## config.mk

```make
export PLATFORM = sky130hd
export DESIGN_NAME = sim_network_queued
export DESIGN_NICKNAME = d
export VERILOG_FILES = /design/src/rtl/sim_network_queued.sv
export SDC_FILE = /design/constraint.sdc
export NUM_CORES = 2
export LEC_CHECK = 0
export CELL_PAD_IN_SITES_DETAIL_PLACEMENT = 1
export CELL_PAD_IN_SITES_GLOBAL_PLACEMENT = 2
export CORE_MARGIN = 3
export CORE_UTILIZATION = 45
export CTS_CLUSTER_SIZE = 14
export DETAILED_ROUTE_END_ITERATION = 10
export PLACE_DENSITY_LB_ADDON = 0.1
export SYNTH_ARGS = -nofsm -noshare
export SYNTH_HDL_FRONTEND = slang
export SYNTH_SLANG_ARGS = --single-unit
```

## constraint.sdc

```tcl
create_clock -name clock -period 7.3 [get_ports clock]
set_clock_uncertainty 0.15 [all_clocks]
set_input_delay 1.46 -clock clock [delete_from_list [all_inputs] [get_ports clock]]
set_output_delay 1.46 -clock clock [all_outputs]
set_load 0.005 [all_outputs]
```

## src/rtl/sim_network_queued.sv

```systemverilog
// sim_network_queued
// Simulation endpoint between the NIC streaming ports and the host network
// device. Independent TX and RX FIFOs decouple the DUT ready/valid handshake
// from the per-cycle host tick. A loopback mode routes TX frames straight back
// to RX, and frame counters track completed frames in each direction.
//
// Ports
//   clock, reset                     clock; synchronous active-high reset
//   net_out_valid/ready/bits/last    TX stream from the DUT
//   net_in_valid/ready/bits/last     RX stream to the DUT
//   loopback                         requested mode (1 = loopback, 0 = host)
//   loopback_active                  mode currently in effect
//   net_macAddr                      current MAC address
//   tx_frames, rx_frames             frames accepted from / delivered to the DUT
//
// The host device is reached through host_tick(). The version here is an echo
// host: it accepts a TX word only when RX can take the echo, returns that word
// on the RX side in the same tick, and reports HOST_MAC as its address.
module sim_network_queued #(
  parameter int          DATA_W      = 64,
  parameter int          TX_DEPTH    = 16,
  parameter int          RX_DEPTH    = 16,
  parameter logic [47:0] DEFAULT_MAC = 48'h0,
  parameter logic [47:0] HOST_MAC    = 48'h0A0B0C0D0E0F
) (
  input  logic              clock,
  input  logic              reset,
  input  logic              net_out_valid,
  output logic              net_out_ready,
  input  logic [DATA_W-1:0] net_out_bits,
  input  logic              net_out_last,
  output logic              net_in_valid,
  input  logic              net_in_ready,
  output logic [DATA_W-1:0] net_in_bits,
  output logic              net_in_last,
  input  logic              loopback,
  output logic              loopback_active,
  output logic [47:0]       net_macAddr,
  output logic [31:0]       tx_frames,
  output logic [31:0]       rx_frames
);

  localparam int TX_AW = $clog2(TX_DEPTH);
  localparam int RX_AW = $clog2(RX_DEPTH);
  localparam logic [TX_AW:0]   TX_CNT_ZERO = (TX_AW+1)'(0);
  localparam logic [TX_AW:0]   TX_CNT_ONE  = (TX_AW+1)'(1);
  localparam logic [TX_AW:0]   TX_CNT_FULL = (TX_AW+1)'(TX_DEPTH);
  localparam logic [TX_AW-1:0] TX_PTR_ONE  = (TX_AW)'(1);
  localparam logic [RX_AW:0]   RX_CNT_ZERO = (RX_AW+1)'(0);
  localparam logic [RX_AW:0]   RX_CNT_ONE  = (RX_AW+1)'(1);
  localparam logic [RX_AW:0]   RX_CNT_FULL = (RX_AW+1)'(RX_DEPTH);
  localparam logic [RX_AW-1:0] RX_PTR_ONE  = (RX_AW)'(1);

  // Values returned by one host tick.
  typedef struct packed {
    logic        out_ready;
    logic        in_valid;
    logic [63:0] in_bits;
    logic        in_last;
    logic [47:0] macaddr;
  } host_ret_t;

  // Echo host: takes TX only when RX can accept the echo in the same tick.
  function automatic host_ret_t host_tick(input logic        out_valid,
                                          input logic [63:0] out_bits,
                                          input logic        out_last,
                                          input logic        in_ready);
    host_ret_t r;
    r.out_ready = in_ready;
    r.in_valid  = out_valid;
    r.in_bits   = out_bits;
    r.in_last   = out_last;
    r.macaddr   = HOST_MAC;
    return r;
  endfunction

  // Entries are {last, bits}.
  logic [DATA_W:0]   tx_mem_r [TX_DEPTH];
  logic [TX_AW-1:0]  tx_wr_ptr_r, tx_rd_ptr_r;
  logic [TX_AW:0]    tx_count_r;
  logic [DATA_W:0]   rx_mem_r [RX_DEPTH];
  logic [RX_AW-1:0]  rx_wr_ptr_r, rx_rd_ptr_r;
  logic [RX_AW:0]    rx_count_r;
  logic              tx_mid_r;
  logic              mode_lb_r;
  logic [47:0]       mac_r;
  logic [31:0]       tx_frames_r, rx_frames_r;

  logic [DATA_W:0]   tx_head_s, rx_head_s, rx_push_data_s;
  logic              tx_head_valid_s, rx_full_s;
  logic              tx_push_s, tx_pop_s, rx_push_s, rx_pop_s;
  logic              host_call_s;
  logic [63:0]       host_out_bits_s;
  host_ret_t         host_ret_s;

  assign tx_head_s       = tx_mem_r[tx_rd_ptr_r];
  assign rx_head_s       = rx_mem_r[rx_rd_ptr_r];
  assign tx_head_valid_s = (tx_count_r != TX_CNT_ZERO);
  assign rx_full_s       = (rx_count_r == RX_CNT_FULL);
  assign host_call_s     = !reset && !mode_lb_r;

  // Ready comes from the registered count only; a same-cycle pop does not raise it.
  assign net_out_ready   = !reset && (tx_count_r != TX_CNT_FULL);
  assign net_in_valid    = (rx_count_r != RX_CNT_ZERO);
  assign net_in_bits     = rx_head_s[DATA_W-1:0];
  assign net_in_last     = rx_head_s[DATA_W];
  assign tx_push_s       = net_out_valid && net_out_ready;
  assign rx_pop_s        = net_in_valid && net_in_ready;

  assign loopback_active = mode_lb_r;
  assign net_macAddr     = mac_r;
  assign tx_frames       = tx_frames_r;
  assign rx_frames       = rx_frames_r;

  // Host tick arguments and results; TX head zero-extended to 64 bits.
  always_comb begin
    host_out_bits_s = 64'h0;
    host_out_bits_s[DATA_W-1:0] = tx_head_s[DATA_W-1:0];
    host_ret_s = host_tick(tx_head_valid_s, host_out_bits_s, tx_head_s[DATA_W], !rx_full_s);
  end

  // Route the TX head either to the host or straight into RX.
  always_comb begin
    tx_pop_s       = 1'b0;
    rx_push_s      = 1'b0;
    rx_push_data_s = tx_head_s;
    if (mode_lb_r) begin
      tx_pop_s       = !reset && tx_head_valid_s && !rx_full_s;
      rx_push_s      = tx_pop_s;
      rx_push_data_s = tx_head_s;
    end else begin
      tx_pop_s       = host_call_s && tx_head_valid_s && host_ret_s.out_ready;
      // A returned word offered while RX was full is dropped; the host retries.
      rx_push_s      = host_call_s && host_ret_s.in_valid && !rx_full_s;
      rx_push_data_s = {host_ret_s.in_last, host_ret_s.in_bits[DATA_W-1:0]};
    end
  end

  // FIFO storage writes; contents need no reset since counts gate visibility.
  always_ff @(posedge clock) begin
    if (tx_push_s) tx_mem_r[tx_wr_ptr_r] <= {net_out_last, net_out_bits};
    if (rx_push_s) rx_mem_r[rx_wr_ptr_r] <= rx_push_data_s;
  end

  // TX FIFO pointers and occupancy.
  always_ff @(posedge clock) begin
    if (reset) begin
      tx_wr_ptr_r <= (TX_AW)'(0);
      tx_rd_ptr_r <= (TX_AW)'(0);
      tx_count_r  <= TX_CNT_ZERO;
    end else begin
      if (tx_push_s) tx_wr_ptr_r <= tx_wr_ptr_r + TX_PTR_ONE;
      if (tx_pop_s)  tx_rd_ptr_r <= tx_rd_ptr_r + TX_PTR_ONE;
      case ({tx_push_s, tx_pop_s})
        2'b10:   tx_count_r <= tx_count_r + TX_CNT_ONE;
        2'b01:   tx_count_r <= tx_count_r - TX_CNT_ONE;
        default: tx_count_r <= tx_count_r;
      endcase
    end
  end

  // RX FIFO pointers and occupancy.
  always_ff @(posedge clock) begin
    if (reset) begin
      rx_wr_ptr_r <= (RX_AW)'(0);
      rx_rd_ptr_r <= (RX_AW)'(0);
      rx_count_r  <= RX_CNT_ZERO;
    end else begin
      if (rx_push_s) rx_wr_ptr_r <= rx_wr_ptr_r + RX_PTR_ONE;
      if (rx_pop_s)  rx_rd_ptr_r <= rx_rd_ptr_r + RX_PTR_ONE;
      case ({rx_push_s, rx_pop_s})
        2'b10:   rx_count_r <= rx_count_r + RX_CNT_ONE;
        2'b01:   rx_count_r <= rx_count_r - RX_CNT_ONE;
        default: rx_count_r <= rx_count_r;
      endcase
    end
  end

  // Frame tracking, mode selection, MAC address and frame counters.
  always_ff @(posedge clock) begin
    if (reset) begin
      tx_mid_r    <= 1'b0;
      mode_lb_r   <= 1'b0;
      mac_r       <= DEFAULT_MAC;
      tx_frames_r <= 32'd0;
      rx_frames_r <= 32'd0;
    end else begin
      // tx_mid is set while a frame has been started but its last word not yet taken.
      if (tx_push_s) tx_mid_r <= !net_out_last;
      // Mode only changes with nothing queued and no frame half-sent.
      if ((tx_count_r == TX_CNT_ZERO) && !tx_mid_r) mode_lb_r <= loopback;
      if (host_call_s && (host_ret_s.macaddr != 48'h0)) mac_r <= host_ret_s.macaddr;
      if (tx_push_s && net_out_last) tx_frames_r <= tx_frames_r + 32'd1;
      if (rx_pop_s && rx_head_s[DATA_W]) rx_frames_r <= rx_frames_r + 32'd1;
    end
  end

endmodule

```

==> reports/qor.yml <==
hold_path:
  hold_start: "loopback_active"
  hold_end: "net_macAddr[0]"
  min_path_type: "reg2reg"
  min_path_cells: 1
power_and_ir_drop:
  power.density_nw_per_um2: 334
  fin_total_pwr_mw: 32.0
  ir_drop_mv: 0.246
  p_leak_nw: 28.7
placement:
  portBuffers: 218
  place_ws_ps: 2480
  dp_hpwl_mm: 109
  gp_congestion: 0.753
synth:
  synth_top_area_share: 0.752
  avgSynthCellArea_um2: 23.6
  ys.flop_type: "edfxtp_1"
  synth_cell_type_count: 63
  synth_seq_area_share: 0.776
  syn_inst: 3527
  syn-cell-area_um2: 83100
  synth_seq_cells: 2181
  yosys.area.top_type: "edfxtp_1"
  synth_edf_count: 2080
  async_flop_share: 0
  ys_warn_count: 0
  synthTopCellsByArea: "edfxtp_1 (75%), mux4_2 (17%), dfxtp_1 (2.4%), clkbuf_1 (0.46%), buf_4 (0.45%)"
  netlist_top_cells_count: "edfxtp_1 (2080), mux4_2 (645), clkbuf_1 (101), dfxtp_1 (101), nor2_1 (92)"
  yosysMostFrequentCell: "edfxtp_1"
floorplan:
  coreArea_um2: 183000
  die_y_um: 436
  start_util: 0.453
  io_pins: 250
  fp-row-count: 157
  dieArea_um2: 190000
  dieWidth_um: 436
grt:
  met2_usage: 0.352
  track_usage: 0.213
  antenna_found_initial: 19
  global_route.usage.met1: 0.300
  grt_pass1_wl_mm: 293
  grt_max_degree: 132
  grt-ovfl-total: 0
  use_met3: 0.0309
  grt_pass1_vias: 40900
  grt_busiest_layer: "met2"
clock_tree:
  cts_resized: 0
  clock_sinks: 2181
  cts_buffers: 223
  cts_tree: "yes"
  clk_pin_slew_ps: 60
  cts_hold_buf: 0
  worst_skew_pair.late_latency_ps: 840
  cts_root_buffer: "clkbuf_16"
  htree_levels: 4
  cts.path.max_buffers: 3
  post_cts_buffers: 0
sta:
  finalMaxSlewViolations: 0
  hold_viol_final: 0
  setup_violations: 0
  slew_headroom: 0.290
  tns_ps: 0
  grt_setup_unrepaired: "false"
  worst_hold_slack_ps: 331
  worst_slew_pin_slew_ps: 1070
  fmaxAchievable_mhz: 180
  fin_crit_ps: 5560
  layout_setup_ws_ps: 1740
  fin_crit_sh: 0.762
worst_setup_path:
  crit_buf_inv: 2
  r2r-end: "tx_count_r[4]"
  crit_arrival_ps: 3950
  cpPeakStageDelay_ps: 870
  crit_path_max_fanout: 64
  cp.required_ps: 5690
  r2r_cells: 13
  endpoint_kind: "primary output"
  cp_common_cell: "mux4_2"
  cpMaxStageDelayCell: "dfxtp_4"
  r2r-start: "tx_count_r[1]"
  cp_top_family: "multiplexers"
  worstPathCellList: "buf_12, mux4_2, mux4_2, clkdlybuf4s50_1"
  startpoint_type: "flip-flop"
  crit_type: "reg2out"
  reg2reg_slack_ps: 3560
detailed_routing:
  drc: 0
  wl_per_cell_um: 30.9
  postRouteAntennaNets: 0
  vias: 37700
  drt-initial-drc-count: 3887
  drt_first_pass_iters: 5
  drt-total-wl_mm: 202
  via_per_inst: 5.79
finish:
  area_growth_pct: 15.3
  drive_gt1_frac: 0.268
  fin_util: 0.522
  fin_nets: 3936
flow_run:
  drv_cap: 0
outcome:
  outcome: "completed"
[power breakdown]
group          internal (mW)  switching, mW  leakage (nW)
Sequential              14.9          0.256          19.6
Combinational           2.50           3.15          5.62
Clock                   6.50           4.68          3.49
Total                   23.9           8.09          28.7
[registers in the layout (all words and copies together), names as in the netlist, named ones only]
signal           flops
tx_mid_r             1
loopback_active      1
tx_mem_r          1040
net_macAddr          1
tx_wr_ptr_r          4
tx_count_r           5
rx_frames           32
tx_frames           32
rx_mem_r          1040
rx_rd_ptr_r          4
rx_wr_ptr_r          4
tx_rd_ptr_r          4
rx_count_r           5
[layout by cell type, fill, tap and decap left out, types with 19 or more instances in the layout]
| cell | instances |
|---|---|
| or3_1 | 19 |
| clkinv_1 | 48 |
| clkbuf_16 | 227 |
| nand3_1 | 24 |
| nand2_1 | 50 |
| nor2_4 | 25 |
| o21ai_0 | 21 |
| mux4_2 | 645 |
| conb_1 | 31 |
| edfxtp_1 | 2080 |
| clkinv_2 | 37 |
| nor2_1 | 68 |
| buf_12 | 30 |
| clkdlybuf4s50_1 | 217 |
| ha_1 | 20 |
| a21oi_1 | 34 |
| buf_4 | 38 |
| xor2_1 | 37 |
| clkbuf_1 | 59 |
| bufinv_16 | 23 |
| dfxtp_1 | 93 |
[per-layer routing]
layer	vias up	part of all wire
li1	15600	-
met5	-	0.000065
met4	2	0.022
met1	20800	0.42
met2	1007	0.50
met3	276	0.054
[how the worst max path moves through the flow]
stage / startpoint / end / slack [ps] / cells past startpoint
final: flip-flop / net_in_bits[14] / 1740 / 4
after global routing: flip-flop / net_in_bits[25] / 1500 / 4
after CTS: flip-flop / net_in_bits[43] / 1570 / 4
after detailed placement: reset / tx_mem_r[13][23] / 2480 / 8
after global placement: flip-flop / net_in_bits[43] / 2560 / 4
after floorplan: reset / tx_mem_r[3][0] / 70 / 5
[cell families after synthesis]
kind of cell / after synthesis / synth area share
compound gates: 100 / 0.00792
xor+xnor: 52 / 0.00548
fa+ha+maj: 20 / 0.00301
buf+inv: 237 / 0.0138
flops: 2181 / 0.776
mux: 662 / 0.177
other cells: 1 / 0.0000451
simple gates: 274 / 0.0166
[per-stage QoR]
stage | area (um^2) | std cells
final | 95700 | 6512
after global routing | 95700 | 6502
after CTS | 95700 | 6500
after detailed placement | 88500 | 6085
after global placement | 88500 | 6085
after floorplan | 83200 | 3557
[layout make-up]
| class | instances | area (um^2) |
|---|---|---|
| fillers | 15600 | 87500 |
| flip-flops and latches | 2181 | 64500 |
| multi-input cells | 1139 | 17800 |
| clock buffers | 286 | 5900 |
| well taps | 2464 | 3080 |
| repair buffers | 285 | 3060 |
| clock inverters | 129 | 1280 |
| inverters | 16 | 60.1 |
| diodes | 12 | 30.0 |
Power figures use the tool's default switching activity.
==> variant: new RTL, same settings <==
Change the parameter `TX_DEPTH` from 16 to 32.
--- a/src/rtl/sim_network_queued.sv
+++ b/src/rtl/sim_network_queued.sv
@@ -18,7 +18,7 @@
 // on the RX side in the same tick, and reports HOST_MAC as its address.
 module sim_network_queued #(
   parameter int          DATA_W      = 64,
-  parameter int          TX_DEPTH    = 16,
+  parameter int          TX_DEPTH    = 32,
   parameter int          RX_DEPTH    = 16,
   parameter logic [47:0] DEFAULT_MAC = 48'h0,
   parameter logic [47:0] HOST_MAC    = 48'h0A0B0C0D0E0F
Check against the original RTL: not settled (the Yosys comparison gave no result); the edit may change what the design does.
==> variant against the unedited design <==
Power increased by 56%; setup slack got worse by 270 ps; synthesized cell count increased by 45%; non-clock buffer count increased by 95; die area increased by 48%; global-route usage increased by 1.0 points; maximum frequency decreased by 4.6%; area after synthesis increased by 48%; via count increased by 49%; sequential cell count increased by 1044; final area increased by 48%; routed wire length increased by 55%; critical path type unchanged; largest cell class unchanged.
==> variant: results (changes against the unedited design) <==
GRT
  • Initial antenna violation count: 33 (+14)
  • Vias in the first global route: 59687 (+46%)
  • Global-route wire length before repair: 446000 um (+52%)
  • Grt ovf: 0 (unchanged)
  • GR Util met1: 32.0% (+2.1 points)
  • GR Util met3: 3.54% (+0.45 points)
  • Total track usage: 22.3% (+1.0 points)
  • Largest net degree at the start of global routing: 118 (-11%)
  • M2 GR Usage: 35.8% (+0.63 points)

Synth
  • Register area share after synthesis: 77.7% (about the same)
  • Unique masters post-synth: 55 (-13%)
  • Async set-reset flop share out of synthesis: 0% (unchanged)
  • Most instantiated cells after synthesis: 3120 x edfxtp_1, 972 x mux4_2, 134 x clkbuf_1
  • Number of synthesized flops with an enable pin: 3120 (+50%)
  • Area contributors post-synth: edfxtp_1 76%, mux4_2 18%, dfxtp_1 1.7%

Power
  • Peak VDD IR: 0.292 mV (+19%)
  • Pleak: 42.4 nW (+48%)

Place
  • Placed Area: 131000 sq um (+48%)
  • PortBufs: 218 (unchanged)
  • Hpwl dp: 172000 um (+58%)
  • Gp weighted congestion: 0.734 (-2.5%)

Run status
  • Status: finished clean

Route
  • Pre-antenna DRT Iters: 7 (+2)
  • 1st-iter DRT viols: 5752 (+48%)
  • Drt wl/cell: 33.1 um (+7.1%)
  • Via Count: 56161 (+49%)

Clocking
  • Clock transition at path regs: 60 ps (about the same)
  • Clock Path Buffers: 4 (+1)
  • Post-CTS setup buffers: 0 (unchanged)
  • H-tree levels: 5 (+1)
  • PostCTS Resize Cnt: 0 (unchanged)
  • Clock tree root driver cell: clkbuf_16
  • Number of CTS-inserted buffers: 346 (+55%)
  • Skew-Pair Late Insertion Delay: 870 ps (+30 ps)

Critical path
  • WP data arrival: 4220 ps (+270 ps)
  • R2R depth: 11 (-2)
  • CP max FO: 53 (-17%)

Cells and area
  • Layout Nets: 5660 (+44%)
  • Fill cell total of the finished layout: 22952 (+48%)
  • Top Registers: tx_mem_r (2080), rx_mem_r (1040)
  • Share of cells above drive strength 1: 30.0% (+3.2 points)

Timing
  • Slew of the pin with the lowest slew margin: 1370 ps (+302 ps)

Worst hold path
  • Hold Path Cell Cnt: 2 (+1)
variant: cell types whose count changed after synthesis, sizes merged, moves of 18 or more:
cell    before   now
buf        118   177
clkbuf     102   134
edfxtp    2080  3120
mux2         2    77
mux4       645   972
nand4       15    33
variant: final timing paths:
check / from / to / slack, ps
setup / recovery: register / net_in_last / 1470
hold / removal: tx_mid_r$_SDFFE_PP0P_ / tx_mid_r$_SDFFE_PP0P_ / 340
setup reg to reg: rx_count_r[0]$_SDFFE_PP0P_ / rx_count_r[4]$_SDFFE_PP0P_ / 3150
hold reg to reg: tx_mid_r$_SDFFE_PP0P_ / tx_mid_r$_SDFFE_PP0P_ / 340
variant: where the power goes:
part | switching, W | leakage, nW | internal [W]
Combinational | 0.00575 | 8.16 | 0.00488
Clock | 0.00707 | 5.35 | 0.0101
Sequential | 0.000344 | 28.9 | 0.0217
variant: per-stage QoR:
step                instances  hold slack [ps]  setup slack (ps)
finish                   9429              344              1470
global route             9421              375              1170
CTS                      9414              348              1330
detailed placement       8792              333              1540
global placement         8792              321              1620
floorplan                5153              299               113
variant: kinds of logic (layout without fill, tap and decap cells):
family	Yosys count	count (layout)	synth area share [%]
other	1	46	0.00304
adders and majority gates	20	20	0.209
and+or+nand+nor	333	333	1.40
DFF	3225	3225	77.7
AOI/OAI and AO/OA	117	117	0.612
buffers and inverters	341	1032	1.37
muxes	1054	1054	18.5
xor gates and xnor gates	32	32	0.227
variant: routing by layer:
layer  vias to the layer above  routed length, um  part of all wire [%]
li1                      22935                  -                     -
met1                     31039             134000                    43
met2                      1730             152000                    49
met3                       455              18300                   5.9
met4                         2               8190                   2.6
met5                         -                  8                0.0026
variant: final cells by class:
type	count	area (sq um)	share of cell area (%)
well taps	3570	4470	3.15
clock buffers	433	9160	6.46
diodes	15	37.5	0.0265
clock inverters	189	1840	1.30
inverters	30	113	0.0795
multi-input cells	1587	26300	18.6
repair buffers	380	3940	2.78
flip-flops and latches	3225	95800	67.6
variant: worst max-delay path, stage by stage, from the launching register on:
cell,delay [ps]
dfxtp_4,970
mux4_2,600
o22ai_1,230
o22a_2,790
inv_2,170
clkdlybuf4s50_1,550
